**src/rtl/wb_pkg.sv**
```systemverilog
// Shared types and constants for the writeback collector.
// Source indices, data widths and the buffered entry layout.
package wb_pkg;

  localparam int WB_NR_SRC        = 5;
  localparam int WB_XLEN          = 32;
  localparam int WB_TRANS_ID_BITS = 4;

  localparam int WB_SRC_FLU   = 0;
  localparam int WB_SRC_LOAD  = 1;
  localparam int WB_SRC_STORE = 2;
  localparam int WB_SRC_FPU   = 3;
  localparam int WB_SRC_X     = 4;

  typedef struct packed {
    logic [WB_TRANS_ID_BITS-1:0] trans_id;
    logic [WB_XLEN-1:0]          result;
    logic                        ex_valid;
    logic [WB_XLEN-1:0]          ex_cause;
  } wb_entry_t;

endpackage

```
**src/rtl/wb_fifo.sv**
```systemverilog
// Per-source result FIFO: wrapping read/write pointers plus an
// occupancy count, synchronous flush, asynchronous active-high reset.
module wb_fifo
  import wb_pkg::*;
#(
  parameter int  DEPTH = 2,
  parameter type T     = wb_entry_t
) (
  input  logic clk_i,
  input  logic rst_i,
  input  logic flush_i,
  input  logic push_i,
  input  T     data_i,
  input  logic pop_i,
  output T     head_o,
  output logic full_o,
  output logic empty_o
);

  localparam int PW = (DEPTH > 1) ? $clog2(DEPTH) : 1;

  T             mem_q [DEPTH];
  T             mem_d [DEPTH];
  logic [PW-1:0] wr_q, wr_d;
  logic [PW-1:0] rd_q, rd_d;
  logic [PW:0]   cnt_q, cnt_d;
  logic          do_push;
  logic          do_pop;

  assign full_o  = (cnt_q == (PW+1)'(DEPTH));
  assign empty_o = (cnt_q == '0);
  assign head_o  = mem_q[rd_q];

  assign do_push = push_i & ~full_o;
  assign do_pop  = pop_i & ~empty_o;

  always_comb begin
    mem_d = mem_q;
    wr_d  = wr_q;
    rd_d  = rd_q;
    cnt_d = cnt_q;
    if (flush_i) begin
      wr_d  = '0;
      rd_d  = '0;
      cnt_d = '0;
    end else begin
      if (do_push) begin
        mem_d[wr_q] = data_i;
        wr_d        = wr_q + 1'b1;
      end
      if (do_pop) begin
        rd_d = rd_q + 1'b1;
      end
      cnt_d = cnt_q + (PW+1)'(do_push) - (PW+1)'(do_pop);
    end
  end

  always_ff @(posedge clk_i or posedge rst_i) begin
    if (rst_i) begin
      mem_q <= '{default: '0};
      wr_q  <= '0;
      rd_q  <= '0;
      cnt_q <= '0;
    end else begin
      mem_q <= mem_d;
      wr_q  <= wr_d;
      rd_q  <= rd_d;
      cnt_q <= cnt_d;
    end
  end

endmodule

```
**src/rtl/wb_collector.sv**
```systemverilog
// Buffers execute-stage results per source and drains them round-robin
// onto the scoreboard write ports. Optional WB_COLLECTOR_BYPASS_EN.
module wb_collector
  import wb_pkg::*;
#(
  parameter int NR_SRC        = WB_NR_SRC,
  parameter int NR_WB_PORTS   = 2,
  parameter int DEPTH         = 2,
  parameter int TRANS_ID_BITS = WB_TRANS_ID_BITS,
  parameter int XLEN          = WB_XLEN
) (
  input  logic                                      clk_i,
  input  logic                                      rst_i,
  input  logic                                      flush_i,
  input  logic [NR_SRC-1:0]                         src_valid_i,
  input  logic [NR_SRC-1:0][TRANS_ID_BITS-1:0]      src_trans_id_i,
  input  logic [NR_SRC-1:0][XLEN-1:0]               src_result_i,
  input  logic [NR_SRC-1:0]                         src_ex_valid_i,
  input  logic [NR_SRC-1:0][XLEN-1:0]               src_ex_cause_i,
  output logic [NR_SRC-1:0]                         src_ready_o,
  output logic [NR_WB_PORTS-1:0]                    wb_valid_o,
  output logic [NR_WB_PORTS-1:0][TRANS_ID_BITS-1:0] wb_trans_id_o,
  output logic [NR_WB_PORTS-1:0][XLEN-1:0]          wb_result_o,
  output logic [NR_WB_PORTS-1:0]                    wb_ex_valid_o,
  output logic [NR_WB_PORTS-1:0][XLEN-1:0]          wb_ex_cause_o,
  output logic                                      overflow_o
);

  localparam int SW = (NR_SRC > 1) ? $clog2(NR_SRC) : 1;

  wb_entry_t         in_ent [NR_SRC];
  wb_entry_t         head   [NR_SRC];
  logic [NR_SRC-1:0] full, empty, push, pop, req, byp, used;

  logic [NR_WB_PORTS-1:0] gnt_vld;
  logic [SW-1:0]          gnt_src [NR_WB_PORTS];

  logic [SW-1:0] rr_q, rr_d;
  logic          overflow_q, overflow_d;

  assign src_ready_o = ~full;
  assign overflow_o  = overflow_q;

  for (genvar i = 0; i < NR_SRC; i++) begin : g_src
    assign in_ent[i] = '{
      trans_id: src_trans_id_i[i],
      result:   src_result_i[i],
      ex_valid: src_ex_valid_i[i],
      ex_cause: src_ex_cause_i[i]
    };

    wb_fifo #(
      .DEPTH (DEPTH),
      .T     (wb_entry_t)
    ) u_fifo (
      .clk_i   (clk_i),
      .rst_i   (rst_i),
      .flush_i (flush_i),
      .push_i  (push[i]),
      .data_i  (in_ent[i]),
      .pop_i   (pop[i]),
      .head_o  (head[i]),
      .full_o  (full[i]),
      .empty_o (empty[i])
    );
  end

  // An empty FIFO with a valid input may compete directly when bypassing.
  always_comb begin
    byp = '0;
`ifdef WB_COLLECTOR_BYPASS_EN
    byp = empty & src_valid_i & {NR_SRC{~flush_i}};
`endif
    req = ~empty | byp;
  end

  // Scanning from rr_q, the first NR_WB_PORTS requesters fill ports in order.
  always_comb begin
    int n;
    int idx;
    gnt_vld = '0;
    gnt_src = '{default: '0};
    n       = 0;
    idx     = 0;
    for (int k = 0; k < NR_SRC; k++) begin
      idx = int'(rr_q) + k;
      if (idx >= NR_SRC) idx = idx - NR_SRC;
      if (req[idx] && n < NR_WB_PORTS) begin
        gnt_vld[n] = 1'b1;
        gnt_src[n] = SW'(idx);
        n          = n + 1;
      end
    end
  end

  always_comb begin
    wb_entry_t     ent;
    logic [SW-1:0] s;
    ent           = '0;
    s             = '0;
    pop           = '0;
    used          = '0;
    rr_d          = rr_q;
    wb_valid_o    = '0;
    wb_trans_id_o = '0;
    wb_result_o   = '0;
    wb_ex_valid_o = '0;
    wb_ex_cause_o = '0;
    if (flush_i) begin
      rr_d = '0;
    end else begin
      for (int p = 0; p < NR_WB_PORTS; p++) begin
        if (gnt_vld[p]) begin
          s = gnt_src[p];
          if (byp[s]) begin
            ent     = in_ent[s];
            used[s] = 1'b1;
          end else begin
            ent    = head[s];
            pop[s] = 1'b1;
          end
          wb_valid_o[p]    = 1'b1;
          wb_trans_id_o[p] = ent.trans_id;
          wb_result_o[p]   = ent.result;
          wb_ex_valid_o[p] = ent.ex_valid;
          wb_ex_cause_o[p] = ent.ex_cause;
          rr_d = (s == SW'(NR_SRC - 1)) ? '0 : s + 1'b1;
        end
      end
    end
  end

  // Readiness comes from registered state; a same-cycle pop never frees a slot.
  assign push = src_valid_i & ~full & {NR_SRC{~flush_i}} & ~used;

  assign overflow_d = |(src_valid_i & full) & ~flush_i;

  always_ff @(posedge clk_i or posedge rst_i) begin
    if (rst_i) begin
      rr_q       <= '0;
      overflow_q <= 1'b0;
    end else begin
      rr_q       <= rr_d;
      overflow_q <= overflow_d;
    end
  end

endmodule

```
**config.mk**
```make
export PLATFORM = sky130hd
export DESIGN_NAME = wb_collector
export DESIGN_NICKNAME = d
export VERILOG_FILES = /design/src/rtl/wb_pkg.sv /design/src/rtl/wb_fifo.sv /design/src/rtl/wb_collector.sv
export SDC_FILE = /design/constraint.sdc
export NUM_CORES = 2
export LEC_CHECK = 0
export BUFFER_PORTS_ARGS = -buffer_cell sky130_fd_sc_hd__buf_2
export CORE_MARGIN = 2
export CORE_UTILIZATION = 45
export DETAILED_ROUTE_END_ITERATION = 7
export PLACE_DENSITY = 0.65
export REMOVE_ABC_BUFFERS = 1
export SYNTH_ARGS = -nofsm -noshare
export SYNTH_HDL_FRONTEND = slang
export SYNTH_HIERARCHICAL = 1
export SYNTH_SLANG_ARGS = --single-unit
```
**constraint.sdc**
```tcl
create_clock -name clk_i -period 6.2 [get_ports clk_i]
set_input_delay 0.31 -clock clk_i [delete_from_list [all_inputs] [get_ports clk_i]]
set_output_delay 0.31 -clock clk_i [all_outputs]
set_load 0.02 [all_outputs]
```
After elaboration in Yosys (flattened, before gate mapping)

Memory sizes are Yosys's and may differ from the RTL's.
Index checks and enable logic that the tools add are counted.
W data, S select, Z words.

Flip-flop bits (word level): 714
Memory bits (read-only): 16
Input bits: 353
Output and inout port bits: 146
Memories: 2

Add/sub/neg operators: 34
Magnitude comparators: 51
Equal/unequal tests: 7
Mux-type cells: 161
Bitwise gates (word level): 51
Reductions and logical operators: 41

Memories:

| name             | depth | width | read ports | clocked after Yosys merged registers in | write ports | line                | source |
|---|---|---|---|---|---|---|---|
| (name not given) | 8     | 1     | 1          | 0                                       | 0           | wb_collector.sv:115 | `if (byp[s]) begin` |
| (name not given) | 8     | 1     | 1          | 0                                       | 0           | wb_collector.sv:115 |  |

Operators by type and width:

| operator                | count |
|---|---|
| $mux W69                | 30 |
| $bmux W69 S3            | 4 |
| $bwmux W138             | 5 |
| $mux W32                | 12 |
| $demux W69 S1           | 5 |
| $lt A32 B3 Y1 const B   | 8 |
| $lt A32 B5 Y1 const B   | 5 |
| $ge A32 B1 Y1 const B   | 4 |
| $ge A32 B2 Y1 const B   | 4 |
| $lt A32 B1 Y1 const B   | 4 |
| $mux W64                | 2 |
| $not A32 Y32            | 4 |
| $add A32 B2 Y32 const B | 3 |
| $mux W5                 | 12 |
| $mux W1                 | 44 |
| $mux W3                 | 10 |
| $bwmux W6               | 4 |
| $mux W6                 | 4 |
| $mux W2                 | 11 |
| $and A5 B5 Y5           | 4 |
| $ge A2 B2 Y1 const B    | 10 |
| $not A1 Y2              | 10 |
| $reduce_bool A2 Y1      | 10 |
| $sub A4 B3 Y5 const B   | 4 |
| other kinds (34)        | 132 |

Longest topological paths before layout

Word-level depth: 39
Depth in mapped cells: 32

Hierarchy

Netlist, hierarchy kept.

By module, submodules not included:

| module       | times used | cells each | area an instance (µm²) |
|---|---|---|---|
| wb_fifo      | 5          | 393        | 6142.1 |
| wb_collector | 1          | 979        | 6072.1 |

Worst setup path after synthesis

No wires, ideal clock.

Kind: flip-flop to flip-flop
Start: register rr_q[0]
End: register g_src[3].u_fifo.cnt_q[1]
Data arrival time: 6.720 ns
Data required time: 6.114 ns
Path slack: -0.606 ns
Cell stages (with the launch flop): 31
Cell sequence: dfrtp_1 buf_4 buf_2 inv_1 ha_1 buf_2 buf_2 nor3b_1 a22o_1 o2111a_1 o31ai_1 nand2_1 ha_1 a31oi_1 and2_1 fa_1 ha_1 nor4_2 o21ai_2 and3_1 a31oi_1 clkbuf_1 o32a_1 nor2_1 o21a_1 ha_1 inv_1 ha_1 xor2_1 and2_1 nor3_1

RTL lines:

| element                                       | line                                   | source |
|---|---|---|
| start: declaration                            | wb_collector.sv:38                     | `logic [SW-1:0] rr_q, rr_d;` |
| start signal: assignment                      | wb_collector.sv:143                    | `rr_q <= rr_d;` |
| $sub A3 B3 Y4 or $ge A3 B3 Y1 (tied branches) | wb_collector.sv:87                     | `if (idx >= NR_SRC) idx = idx - NR_SRC;` |
| $mux W32                                      | wb_collector.sv:87                     |  |
| $bmux W1 S3                                   | wb_collector.sv:88                     | `if (req[idx] && n < NR_WB_PORTS) begin` |
| $mux W1 (implied by the code) (2 in a row)    | wb_collector.sv:88                     |  |
| $mux W1                                       | wb_collector.sv:88                     |  |
| $lt A32 B3 Y1                                 | wb_collector.sv:88, wb_collector.sv:89 |  |
| $logic_and A1 B1 Y1                           | wb_collector.sv:88                     |  |
| $mux W32                                      | wb_collector.sv:88                     |  |
| [... 21 more ...]                             | --                                     |  |
| $mux W5                                       | wb_collector.sv:115                    |  |
| $mux W5 (*)                                   | wb_collector.sv:113                    | `if (gnt_vld[p]) begin` |
| $mux W5 (*)                                   | wb_collector.sv:109                    | `if (flush_i) begin` |
| via pop[3]                                    | wb_collector.sv:33                     | `logic [NR_SRC-1:0] full, empty, push, pop, req, byp, used;` |
| $and A1 B1 Y1 (*)                             | wb_fifo.sv:35                          | `assign do_pop = pop_i & ~empty_o;` |
| $sub A2 B1 Y2 (*)                             | wb_fifo.sv:54                          | `cnt_d = cnt_q + (PW+1)'(do_push) - (PW+1)'(do_pop);` |
| $mux W2 (*)                                   | wb_fifo.sv:42                          | `if (flush_i) begin` |
| via g_src[3].u_fifo.cnt_d[1]                  | wb_fifo.sv:26                          | `logic [PW:0] cnt_q, cnt_d;` |
| end signal: assignment                        | wb_fifo.sv:68                          | `cnt_q <= cnt_d;` |
| end: declaration                              | wb_fifo.sv:26                          |  |

Mark *: on every way through the listed nets, which the timed path passes. The rest lies on a longest branch. The select of a mux whose other input is x is not followed.
A chain may end at the register's enable or synchronous reset.

==> key figures <==
Run status
  • Status: complete, but fails checks
  • Failing checks: negative setup slack

Global routing
  • Antenna violations before repair: 21
  • Vias in the first global route: 30800
  • Pin count of the biggest net entering global routing: between 90 and 100
  • GRT Total Usage: 29.4%
  • Grt total ovfl: 0
  • First-pass GRT wire length: between 150 and 200 mm

Synth
  • Largest cells by area after synthesis: dfrtp_1 (49%), mux2_2 (30%), o22ai_1 (3.6%)
  • Post-Synthesis Cells: ~3000
  • Post-synthesis xor/xnor area fraction: 0.333%
  • Adder-Cell Fraction of Synth Area: roughly 1.1%
  • Mapped Avg Cell Area: ~12 µm²
  • Post-synthesis register bit count: 714
  • Synth unique cells: 77
  • Mapped cell area: approximately 37000 µm²
  • Simple-gate share of the synthesized area: 5.42%
  • Asr flop ratio synth: 100%
  • Synth area leader: dfrtp_1
  • Largest family of logic cells by synthesized area: multiplexers
  • Synth top area share: ~49%
  • Primary FF master, synth: dfrtp_1
  • Post-synth EDFFs: 0
  • Compound-Gate Fraction of Synth Area: ~8.9%
  • Sequential area share after synthesis: roughly half
  • Post-synthesis mux area share: 32.4%
  • Yosys Warn Count: 6

Route
  • DRC: 0
  • Final wirelength: around 130 mm
  • DR iter-0 viols: between 2000 and 3000
  • Via density per instance: just over 6
  • Via count: 30000
  • Mean routed wirelength per cell: ~27 µm
  • First drt pass iteration count: 5
  • Antenna Violating Nets Remaining: 0

Clock network
  • # H-tree levels: 3
  • Sink Count: ~710
  • Worst-path clk slew: around 0.070 ns
  • Num CTS Buffers: between 80 and 90
  • CTS root buf: clkbuf_16
  • CTS tree: done
  • Longest Clk Path Bufs: 3
  • Clock latency on the worst-skew pair: around 0.64 ns

Setup path
  • Worst Path Arrival: 5.90 ns
  • Worst setup path category: reg -> out
  • WP data required: 5.89 ns
  • Worst setup EP type: output pin
  • Crit Path Max Fanout: 38
  • Startpoint type of the worst setup path: register

Timing
  • Max Slew Vio Count: 0
  • Period minus WS final: about 6.2 ns
  • Slew @ Worst Pin: around 1.1 ns
  • Worst Skew: ~0.036 ns
  • Slew margin rel.: 28.2%
  • Final worst-path cycle share: 100%
  • Final Hold Fails: 0
  • Setup_tns: -0.0298 ns
  • Fmax: 161 MHz
  • PnR worst setup slack: -0.0134 ns
  • Setup Viol. Count Final: 3

Die
  • I/O pins: between 400 and 500
  • Row count: about 100
  • Die Width: around 290 µm
  • Core Area: slightly above 80000 µm²
  • Die area: roughly 84000 µm²
  • Die Height: 290 µm
  • Initial Util: a little under half

Finish
  • Area grow syn2layout: 31.6%
  • Core Util, Final: approximately 60%
  • Nets: ~4200
  • Share of cells above drive strength 1: around half
  • Cell area after layout: 48400 µm²
  • Filler cells: about 6400

Worst hold path
  • Hold Path Class: in -> reg

Place
  • Detailed Place HPWL: about 79 mm
  • Final estimated routing congestion in global placement: approximately 0.91
  • PortBufs: 498
  • Placed cell areas: slightly above 40000 µm²

Job
  • Maxcap violations: 0
## cells by family after synthesis
group	after synthesis
simple gates	355
fa+ha+maj	31
xor+xnor	14
buf+inv	263
compound gates	514
mux	1053
flops	714
## critical path: stages, from the launching register on
cell	delay (ns)
dfrtp_1	0.43
inv_2	0.08
ha_4	0.27
buf_4	0.15
mux4_2	0.33
o32ai_2	0.39
nor2_2	0.11
inv_2	0.11
ha_4	0.16
a31oi_4	0.04
and2_4	0.18
fa_2	0.57
ha_4	0.22
nor4_4	0.34
o21ai_4	0.12
buf_4	0.21
mux2_4	0.31
buf_4	0.16
nand2b_4	0.11
buf_16	0.22
o22ai_1	0.18
nor3_2	0.28
buf_2	0.22
## path summary, 6_finish.rpt
check | startpoint | endpoint | slack (ns) | depth (start not counted)
min reg2reg | g_src[3].u_fifo/mem_q[72] | g_src[3].u_fifo/mem_q[72] | 0.48 | 1
max reg2reg | rr_q[1] | g_src[2].u_fifo/cnt_q[1] | 0.32 | 27
min in group asynchronous | rst_i | rr_q[1] | 0.34 | 3
max in group asynchronous | rst_i | g_src[1].u_fifo/rd_q | 3.97 | 4
min | src_valid_i[4] | g_src[4].u_fifo/wr_q | 0.25 | 5
max | rr_q[1] | wb_result_o[23] | -0.01 | 22
## layout by cell type (no fill, tap or decap), types with 22 or more instances in the layout
cell type	instances
diode_2	22
nor4_1	32
nor3_1	61
o22ai_1	210
buf_2	483
dlygate4sd3_1	346
inv_1	25
nand2_1	23
clkbuf_16	88
nor2_1	98
nor4_2	37
mux2_1	50
buf_4	119
ha_1	24
mux2_2	988
buf_12	25
a21o_1	71
a21oi_1	149
dfrtp_1	708
## flip-flops by register name, indices dropped and copies added (netlist names)
signal / cells
rr_q: 3
g_src.u_fifo/rd_q: 5
overflow_o: 1
g_src.u_fifo/mem_q: 690
g_src.u_fifo/wr_q: 5
g_src.u_fifo/cnt_q: 10
## layout make-up
| type | count | area (µm²) | share of cell area (%) |
|---|---|---|---|
| diodes | 22 | 55.1 | 0.114 |
| multi-input cells | 1967 | 18400 | 38.0 |
| clock inverters | 32 | 365 | 0.755 |
| repair buffers | 1001 | 7830 | 16.2 |
| flip-flops and latches | 714 | 17900 | 37.0 |
| well taps | 1060 | 1330 | 2.74 |
| clock buffers | 116 | 2360 | 4.87 |
| inverters | 45 | 201 | 0.416 |
## synth_stat cells (all sizes together) (4+ instances only)
library cell     n
a2111oi          5
a211oi           6
a21o            71
a21oi          150
a31oi            8
and2             9
and3             4
buf            122
clkbuf          96
dfrtp          714
ha              30
inv             45
mux2          1040
mux2i            8
mux4             5
nand2           26
nand2b          17
nand3            4
nand3b           4
nand4b           5
nor2            99
nor2b            7
nor3            80
nor3b            9
nor4            77
o21a             8
o21ai           13
o22ai          212
o32a             4
o32ai            4
or3              6
xnor2            8
xor2             6
## metal layers
metal	GRT usage (%)	vias to the layer above	share of wire, %
met3	5.35	379	7.9
met4	11.4	8	4.2
li1	-	12800	-
met1	37.7	15300	40
met2	49.4	1574	48
met5	0	-	0.039
## stage by stage
| stage | instances | setup slack (ns) | hold slack, ns |
|---|---|---|---|
| detailed placement | 4384 | 0.211 | 0.408 |
| global placement | 4384 | 0.303 | 0.421 |
| global route | 4951 | -0.139 | 0.222 |
| finish | 4957 | -0.0134 | 0.252 |
| CTS | 4886 | -0.0789 | 0.203 |
| floorplan | 2726 | -3.99 | 0.0761 |
## timing repair
item,CTS,global route
cloned,2,8
pin swaps,4,25
hold buffers,346,0
setup endpoints to repair,138,142
gates resized for setup,36,118
buffers inserted,6,42
hold endpoints to repair,741,0
Power is not shown: default switching activity piles up to over one toggle a cycle in this logic, so the estimate is an artifact.
